--- src/rtl/hyper_ckseq_pkg.sv ---
// Shared state encoding and default timing for the HyperBus CK/CS sequencer.
package hyper_ckseq_pkg;

  typedef enum logic [2:0] {
    ST_IDLE,
    ST_SETUP,
    ST_RUN,
    ST_HOLD,
    ST_RECOVER
  } ckseq_state_e;

  localparam int DEF_CNT_W    = 16;
  localparam int DEF_CS_SETUP = 2;
  localparam int DEF_CS_HOLD  = 2;
  localparam int DEF_CS_IDLE  = 3;
  localparam int DEF_CS_MAX   = 400;

  // Width of the shared SETUP/HOLD/RECOVER phase counter.
  localparam int PH_W  = 8;
  // Width of the CS-low cycle counter (saturating).
  localparam int CSL_W = 16;

endpackage

--- src/rtl/hyper_ck_sequencer.sv ---
// HyperBus CK-enable / chip-select sequencer: SETUP -> RUN -> HOLD -> RECOVER per burst.
// Optional CS-low time limit enabled by defining HYPER_CKSEQ_CSMAX_EN.
//
// state    | meaning
// IDLE     | CS high, waiting for a request handshake
// SETUP    | selected CS low, CK gated off for CS_SETUP cycles
// RUN      | CS low, CK enabled on every unstalled cycle until len periods issued
// HOLD     | CS low, CK gated off for CS_HOLD cycles
// RECOVER  | CS high for CS_IDLE cycles; done pulse in the first cycle
module hyper_ck_sequencer
  import hyper_ckseq_pkg::*;
#(
  parameter int CNT_W    = DEF_CNT_W,
  parameter int CS_SETUP = DEF_CS_SETUP,
  parameter int CS_HOLD  = DEF_CS_HOLD,
  parameter int CS_IDLE  = DEF_CS_IDLE,
  parameter int CS_MAX   = DEF_CS_MAX
) (
  input  logic             clk_i,
  input  logic             rst_i,
  input  logic             req_valid_i,
  output logic             req_ready_o,
  input  logic [CNT_W-1:0] req_len_i,
  input  logic             req_cs_sel_i,
  input  logic             stall_i,
  output logic             ck_en_o,
  output logic [1:0]       cs_no,
  output logic             busy_o,
  output logic             done_o,
  output logic [CNT_W-1:0] done_len_o,
  output logic             done_trunc_o
);

  ckseq_state_e     state_q;
  logic [PH_W-1:0]  phase_q;
  logic [CNT_W-1:0] rem_q;
  logic [CNT_W-1:0] iss_q;
  logic [1:0]       cs_n_q;
  logic             ck_en_q;
  logic             done_q;
  logic [CNT_W-1:0] done_len_q;
  logic             trunc_now;
  logic             issue_en;

`ifdef HYPER_CKSEQ_CSMAX_EN
  logic [CSL_W-1:0] csl_q;
  logic             trunc_q;
  logic             done_trunc_q;

  // Cut RUN early so that HOLD still fits inside the CS_MAX window.
  assign trunc_now    = (state_q == ST_RUN) && (rem_q != '0) &&
                        (csl_q >= CSL_W'(CS_MAX - CS_HOLD));
  assign done_trunc_o = done_trunc_q;
`else
  assign trunc_now    = 1'b0;
  assign done_trunc_o = 1'b0;
`endif

  assign req_ready_o = (state_q == ST_IDLE) && !rst_i;
  assign busy_o      = (state_q != ST_IDLE);
  assign ck_en_o     = ck_en_q;
  assign cs_no       = cs_n_q;
  assign done_o      = done_q;
  assign done_len_o  = done_len_q;

  // A CK period is issued in the cycle following an edge that sees no stall.
  assign issue_en = !stall_i &&
                    (((state_q == ST_SETUP) && (phase_q == '0)) ||
                     ((state_q == ST_RUN) && (rem_q != '0) && !trunc_now));

  always_ff @(posedge clk_i) begin
    if (rst_i) begin
      state_q    <= ST_IDLE;
      phase_q    <= '0;
      rem_q      <= '0;
      iss_q      <= '0;
      cs_n_q     <= 2'b11;
      ck_en_q    <= 1'b0;
      done_q     <= 1'b0;
      done_len_q <= '0;
`ifdef HYPER_CKSEQ_CSMAX_EN
      csl_q        <= '0;
      trunc_q      <= 1'b0;
      done_trunc_q <= 1'b0;
`endif
    end else begin
      done_q  <= 1'b0;
      ck_en_q <= 1'b0;

      if (issue_en) begin
        ck_en_q <= 1'b1;
        rem_q   <= rem_q - CNT_W'(1);
        iss_q   <= iss_q + CNT_W'(1);
      end

`ifdef HYPER_CKSEQ_CSMAX_EN
      if ((cs_n_q != 2'b11) && (csl_q != '1)) begin
        csl_q <= csl_q + CSL_W'(1);
      end
`endif

      unique case (state_q)
        ST_IDLE: begin
          if (req_valid_i) begin
            rem_q   <= (req_len_i == '0) ? CNT_W'(1) : req_len_i;
            iss_q   <= '0;
            cs_n_q  <= req_cs_sel_i ? 2'b01 : 2'b10;
            phase_q <= PH_W'(CS_SETUP - 1);
            state_q <= ST_SETUP;
`ifdef HYPER_CKSEQ_CSMAX_EN
            csl_q   <= CSL_W'(1);
            trunc_q <= 1'b0;
`endif
          end
        end
        ST_SETUP: begin
          if (phase_q == '0) begin
            state_q <= ST_RUN;
          end else begin
            phase_q <= phase_q - PH_W'(1);
          end
        end
        ST_RUN: begin
          if ((rem_q == '0) || trunc_now) begin
            state_q <= ST_HOLD;
            phase_q <= PH_W'(CS_HOLD - 1);
`ifdef HYPER_CKSEQ_CSMAX_EN
            trunc_q <= trunc_now;
`endif
          end
        end
        ST_HOLD: begin
          if (phase_q == '0) begin
            state_q    <= ST_RECOVER;
            phase_q    <= PH_W'(CS_IDLE - 1);
            cs_n_q     <= 2'b11;
            done_q     <= 1'b1;
            done_len_q <= iss_q;
`ifdef HYPER_CKSEQ_CSMAX_EN
            done_trunc_q <= trunc_q;
`endif
          end else begin
            phase_q <= phase_q - PH_W'(1);
          end
        end
        ST_RECOVER: begin
          if (phase_q == '0) begin
            state_q <= ST_IDLE;
          end else begin
            phase_q <= phase_q - PH_W'(1);
          end
        end
        default: begin
          state_q <= ST_IDLE;
          cs_n_q  <= 2'b11;
        end
      endcase
    end
  end

endmodule
--- config.mk ---
export PLATFORM = sky130hd
export DESIGN_NAME = hyper_ck_sequencer
export DESIGN_NICKNAME = d
export VERILOG_FILES = /design/src/rtl/hyper_ckseq_pkg.sv /design/src/rtl/hyper_ck_sequencer.sv
export SDC_FILE = /design/constraint.sdc
export NUM_CORES = 1
export LEC_CHECK = 0
export ABC_AREA = 1
export CAP_MARGIN = 0
export CORE_UTILIZATION = 30
export DETAILED_ROUTE_END_ITERATION = 7
export GPL_TIMING_DRIVEN = 0
export PLACE_DENSITY = 0.44
export RECOVER_POWER = 50
export REMOVE_ABC_BUFFERS = 1
export SLEW_MARGIN = 20
export SYNTH_ARGS = -nofsm -noshare
export SYNTH_HDL_FRONTEND = slang
export SYNTH_SLANG_ARGS = --single-unit
--- constraint.sdc ---
create_clock -name clk_i -period 2.35 [get_ports clk_i]
set_clock_uncertainty 0.05 [all_clocks]
set_input_delay 0.47 -clock clk_i [delete_from_list [all_inputs] [get_ports clk_i]]
set_output_delay 0.47 -clock clk_i [all_outputs]
set_load 0.05 [all_outputs]
==> flow_metrics.tcl, run 1 <==
set metrics [dict create \
    grt_pass1_wl_um 15970 \
    clockBufferDepth 2 \
    arrival_ns 1.66 \
    holdWs_ns 0.4295 \
    pwr-share-seq_pct 27.7 \
    grt_overflow 0 \
    syn_inst 552 \
    gp_congestion 0.7920 \
    setup_viol 0 \
    cts_sinks 63 \
    max_cap_violations 0 \
    wl_per_cell_um 12.89 \
    final_common_cell "nand2_1" \
    crit_path_max_fanout 4 \
    dp_slack_ns -1.214 \
    seq_area_frac_synth_pct 35.58 \
    slowest_stage "dlygate4sd2_1" \
    setup_tns_ns 0 \
    cp-end-kind "output pin" \
    synth_cell_types 36 \
    synth_area_leader_cell "dfxtp_1" \
    powerDensity_mw_per_mm2 1294 \
    sw_frac_of_total_pct 46.08 \
    core_mm2 0.01147 \
    clk_latency_ns 0.34 \
    fmax_mhz 458.6 \
    worstSetupStartpointType "flop" \
    port_buffers 42 \
    cellLeakagePower_nw 2.010 \
    wl_met2_um 4165 \
    drt-vias-per-instance 4.564 \
    clkTransAtPathRegs_ns 0.05 \
    die-area_mm2 0.01225 \
    synth_warnings 0 \
    hold_viol 0 \
    tritoncts "yes" \
    syn_avg_cell_area_um2 6.421 \
    grt_pass1_vias 3222 \
    min_path_type "flop to flop" \
    ios 44 \
    wl_met1_um 4821 \
    netlist_area_mm2 0.003545 \
    fill_cells 1245 \
    drtAntennaViolNets 0 \
    slew_headroom_pct 52.91 \
    grt_max_degree 33 \
    layout.nets 617 \
    comb_power_share_pct 48.9 \
    rsz0062_at_grt "false" \
    drt-total-wl_um 9549 \
    grt.total_usage_pct 16.31 \
    final_core_util_pct 38.22 \
    pwr-share-clk_pct 23.4 \
    layout_common_cells "nand2_1 (149), nor2_1 (83), inv_1 (65), dfxtp_1 (63), a21oi_1 (39)" \
    die_h_um 110.7 \
    drt_first_pass_iters 4 \
    synth-seq-cells 63 \
    start_util_pct 30.91 \
    hpwl_um 6256 \
    worst_ir_drop_vdd_v 0.0005836 \
    synth_top_area_share_pct 35.58 \
    highest_layer "met4" \
    slowest_delay_ns 0.54 \
    antenna_found_initial 0 \
    row_count 39 \
    dr_wl_met3_um 422 \
    cts-root-buf "clkbuf_16" \
    finalCriticalPeriod_ns 2.181 \
    worst_slew_pin_slew_ns 0.7025 \
    numCtsBuffers 9 \
    power_mw 5.670 \
    status "finished, final reports clean" \
    htreeDepth 3 \
    p_int_mw 3.057 \
    path_class "flop to output pin" \
    finalWorstSetupSlack_ns 0.1692 \
    synth_area_leaders "dfxtp_1 (36%), nand2_1 (16%), nor2_1 (8.8%)" \
    die_w_um 110.7 \
    p_sw_mw 2.613 \
    holdBufCountCts 0 \
    route.detailed.drc 0 \
    crit_chain "inv_1, nand2_1, nor2_1, inv_2, dlygate4sd2_1" \
    drv_slew 0 \
    syn2layout_area_growth_pct 23.65 \
    drive_gt1_share_pct 7.525 \
    num_antenna_cells 0 \
    crit_required_ns 1.83 \
    final.period_utilization_pct 92.80 \
    vias 3382 \
    drt_iter0_markers 167 \
]
==> flip-flops by register name, indices dropped and copies added, names as in the netlist <==
name	count
ck_en_o	1
iss_q	16
cs_no	2
rem_q	16
state_q	3
done_o	1
phase_q	8
done_len_o	16
==> final timing paths <==
path | from | endpoint | slack, ns | cells past startpoint
setup / recovery | state_q[0] | busy_o | 0.17 | 5
setup reg to reg | rem_q[0] | iss_q[11] | 0.30 | 12
hold / removal | done_len_o[1] | done_len_o[1] | 0.43 | 2
hold reg to reg | done_len_o[1] | done_len_o[1] | 0.43 | 2
==> timing repair <==
action | in CTS | in global routing
endpoints found under the setup margin | 48 | 21
cloned | 1 | 1
buffers inserted | 0 | 2
resized for setup | 6 | 5
pin swaps | 0 | 1
==> power by group through the flow <==
stage,combinational [mW],sequential (mW),clock [mW]
floorplan,1.92,1.74,0
global placement,2.75,1.59,0
detailed placement,2.77,1.59,0
CTS,2.77,1.57,1.38
global route,3.13,1.61,1.42
finish,2.77,1.57,1.33
==> worst max-delay path, delay by kind of cell (launching register included) <==
kind	cells	cell delay, ns
flip-flops	1	0.37
buffers and inverters	3	0.75
AND/OR/NAND/NOR	2	0.20
==> per-layer routing <==
metal / up-vias / track usage [%]
met4: 0 / 5.600
met3: 12 / 4.429
li1: 1818 / -
met1: 1484 / 22.14
met2: 68 / 24.84
met5: - / 0
==> synth_stat cells <==
library cell,instances
a21boi_0,1
a21oi_1,39
a21oi_2,1
a31oi_1,1
and2_1,1
buf_1,1
buf_2,4
buf_4,4
buf_6,3
clkbuf_1,4
conb_1,1
dfxtp_1,63
ha_1,3
inv_1,65
inv_2,2
inv_4,2
nand2_1,149
nand2_2,6
nand2_4,1
nand3_1,37
nand3_2,2
nand4_1,4
nor2_1,83
nor2_2,5
nor2_8,1
nor3_1,6
nor3_2,2
nor3_4,1
nor4_1,2
o211ai_1,1
o21ai_0,33
o21ai_1,1
o22ai_1,1
or2_2,2
xnor2_1,5
xor2_1,15
==> area by class of cell <==
type	count	area, um2	share of cell area, %
Clock buffer	12	246.5	5.624
Clock inverter	4	45.04	1.028
Inverter	69	265.3	6.052
Multi-Input combinational cell	405	1951	44.50
Sequential cell	63	1261	28.78
Tap cell	143	178.9	4.082
Timing Repair Buffer	44	430.4	9.820
Timing Repair inverter	1	5.005	0.1142
==> cell families after synthesis <==
| family | after synthesis | share of synthesized area, % |
|---|---|---|
| AOI/OAI and AO/OA | 78 | 11.33 |
| xor gates and xnor gates | 20 | 4.942 |
| adders and majority gates | 3 | 1.059 |
| buffers and inverters | 85 | 10.34 |
| DFF | 63 | 35.58 |
| other | 1 | 0.1058 |
| and+or+nand+nor | 302 | 36.64 |
==> through the flow <==
| stage | cell area (um2) | instances |
|---|---|---|
| 2_1_floorplan | 3442 | 536 |
| 3_3_place_gp | 4041 | 721 |
| 5_1_grt | 4383 | 741 |
| 3_5_place_dp | 4049 | 721 |
| 4_1_cts | 4348 | 738 |
| 6_report | 4383 | 741 |
No activity file was read; power rests on OpenSTA's default activity.
==> run 2, diff against run 1 <==
- clock period: 2.35 -> 2.7 ns (I/O delays scaled with it)
==> run 2 against run 1 <==
Sequential power fell by 13%. Design area is 1.2% lower. Clock-buffer cell count unchanged. Global-route usage unchanged. Sequential cell count unchanged. First-iteration DRC count is 1.2% lower. Core utilization is 0.45 points lower. Register-to-register slack better by 0.02 ns. Non-clock buffer count is 2 lower. Final cell count fell by 0.40%. Hold slack about the same. Largest cell class unchanged. Highest routed layer unchanged.
==> flow_metrics.tcl, run 2 (synthesized netlist as in run 1, its figures left out) <==
set metrics [dict create \
    hold_viol 0 \
    r2r_end "phase_q[5]" \
    start_util_pct 30.91 \
    row_count 39 \
    route.detailed.drc 0 \
    worst_slew_pin_slew_ns 1.034 \
    multi_input_area_mm2 0.001903 \
    post-cts-setup-buffer-count 0 \
    highest_layer "met4" \
    ios 44 \
    final.period_utilization_pct 94.09 \
    timing.rr.start "phase_q[0]" \
    grt_overflow 0 \
    antenna_found_initial 0 \
    finalWorstSetupSlack_ns 0.1595 \
    clk_latency_ns 0.34 \
    worstSetupStartpointType "flop" \
    power_mw 4.856 \
    ff2ff_setup_slack_ns 0.32 \
    num_antenna_cells 0 \
    drive_gt1_share_pct 6.387 \
    cts-root-buf "clkbuf_16" \
    crit_required_ns 2.11 \
    drt_iter0_markers 165 \
    die-area_mm2 0.01225 \
    crit_path_end "busy_o" \
    finalCriticalPeriod_ns 2.541 \
    seqCellArea_mm2 0.001261 \
    syn2layout_area_growth_pct 22.20 \
    tritoncts "yes" \
    core_mm2 0.01147 \
    fill_cells 1248 \
    wl_met1_um 4630 \
    cp-end-kind "output pin" \
    grt.total_usage_pct 16.31 \
    wl_per_cell_um 12.56 \
    slew_headroom_pct 30.56 \
    drv_slew 0 \
    rsz0062_at_grt "false" \
    final_common_cell "nand2_1" \
    holdBufCountCts 0 \
    htreeDepth 3 \
    grt_pass1_vias 3222 \
    die_w_um 110.7 \
    numCtsBuffers 9 \
    drtAntennaViolNets 0 \
    fmax_mhz 393.6 \
    worstSetupStartpoint "state_q[0]" \
    design_area_mm2 0.004332 \
    path_class "flop to output pin" \
    final_core_util_pct 37.77 \
    drt-vias-per-instance 4.584 \
    die_h_um 110.7 \
    crit_path_max_fanout 4 \
    hpwl_um 6256 \
    powerDensity_mw_per_mm2 1121 \
    dpl_cell_area_mm2 0.004049 \
    wl_met2_um 4061 \
    dr_wl_met3_um 439 \
    r2r_cells 9 \
    grt_max_degree 33 \
    gp_congestion 0.7920 \
    vias 3383 \
    drt_first_pass_iters 6 \
    arrival_ns 1.95 \
    grt_pass1_wl_um 15970 \
    clockBufferDepth 2 \
    max_cap_violations 0 \
    dp_slack_ns -0.9335 \
    layout_common_cells "nand2_1 (151), nor2_1 (83), inv_1 (65), dfxtp_1 (63), a21oi_1 (39)" \
    clkTransAtPathRegs_ns 0.05 \
    worst_ir_drop_vdd_v 0.0005614 \
    setup_viol 0 \
    status "finished, final reports clean" \
    cellLeakagePower_nw 1.987 \
    cts_sinks 63 \
    layout.nets 614 \
    drt-total-wl_um 9269 \
    port_buffers 42 \
    min_path_type "flop to flop" \
    setup_tns_ns 0 \
]
[run 2: report_power, final]
| part | internal (mW) | switching [mW] | total (mW) |
|---|---|---|---|
| logic | 0.761 | 1.57 | 2.33 |
| registers | 1.15 | 0.217 | 1.37 |
| clock network | 0.735 | 0.423 | 1.16 |
[run 2: cell type report]
cell class / count / area share [%]
clock buffer: 12 / 5.690
timing repair inverter: 1 / 0.1155
timing repair buffer: 42 / 9.792
tap: 143 / 4.131
multi-input combinational: 404 / 43.93
inverter: 69 / 6.181
clock inverter: 4 / 1.040
sequential: 63 / 29.12
[run 2: repair_timing]
action                                 4_1_cts  5_1_grt
cloned                                       1        0
resized for setup                            4        1
setup endpoints to repair                   24        1
endpoints found under the hold margin        0        0
[run 2: how the worst min path moves through the flow]
stage	startpoint	end	slack, ns	depth (start not counted)
after global routing	done_len_o[4]	done_len_o[4]	0.45	2
final	done_len_o[1]	done_len_o[1]	0.43	2
after global placement	cs_no[0]	cs_no[0]	0.42	2
after detailed placement	phase_q[1]	phase_q[1]	0.43	2
after floorplan	phase_q[1]	phase_q[1]	0.40	2
after CTS	phase_q[1]	phase_q[1]	0.43	2
[run 2: through the flow]
step | instances | hold WS [ns]
after detailed placement | 721 | 0.4251
after global routing | 738 | 0.4548
final | 738 | 0.4293
after global placement | 721 | 0.4164
after floorplan | 536 | 0.4027
after CTS | 738 | 0.4335
[run 2: routing by layer]
metal  vias to the layer above  GRT usage (%)
met5                         -              0
met4                         0          5.600
met3                        10          4.429
met2                        67          24.84
met1                      1495          22.14
li1                       1811              -
[run 2: worst max-delay path: stages, from the launching register on]
cell and delay [ns]:
dfxtp_1 0.38, inv_1 0.08, nand2_1 0.11, nor2_1 0.09, inv_2 0.13, clkdlybuf4s50_1 0.82
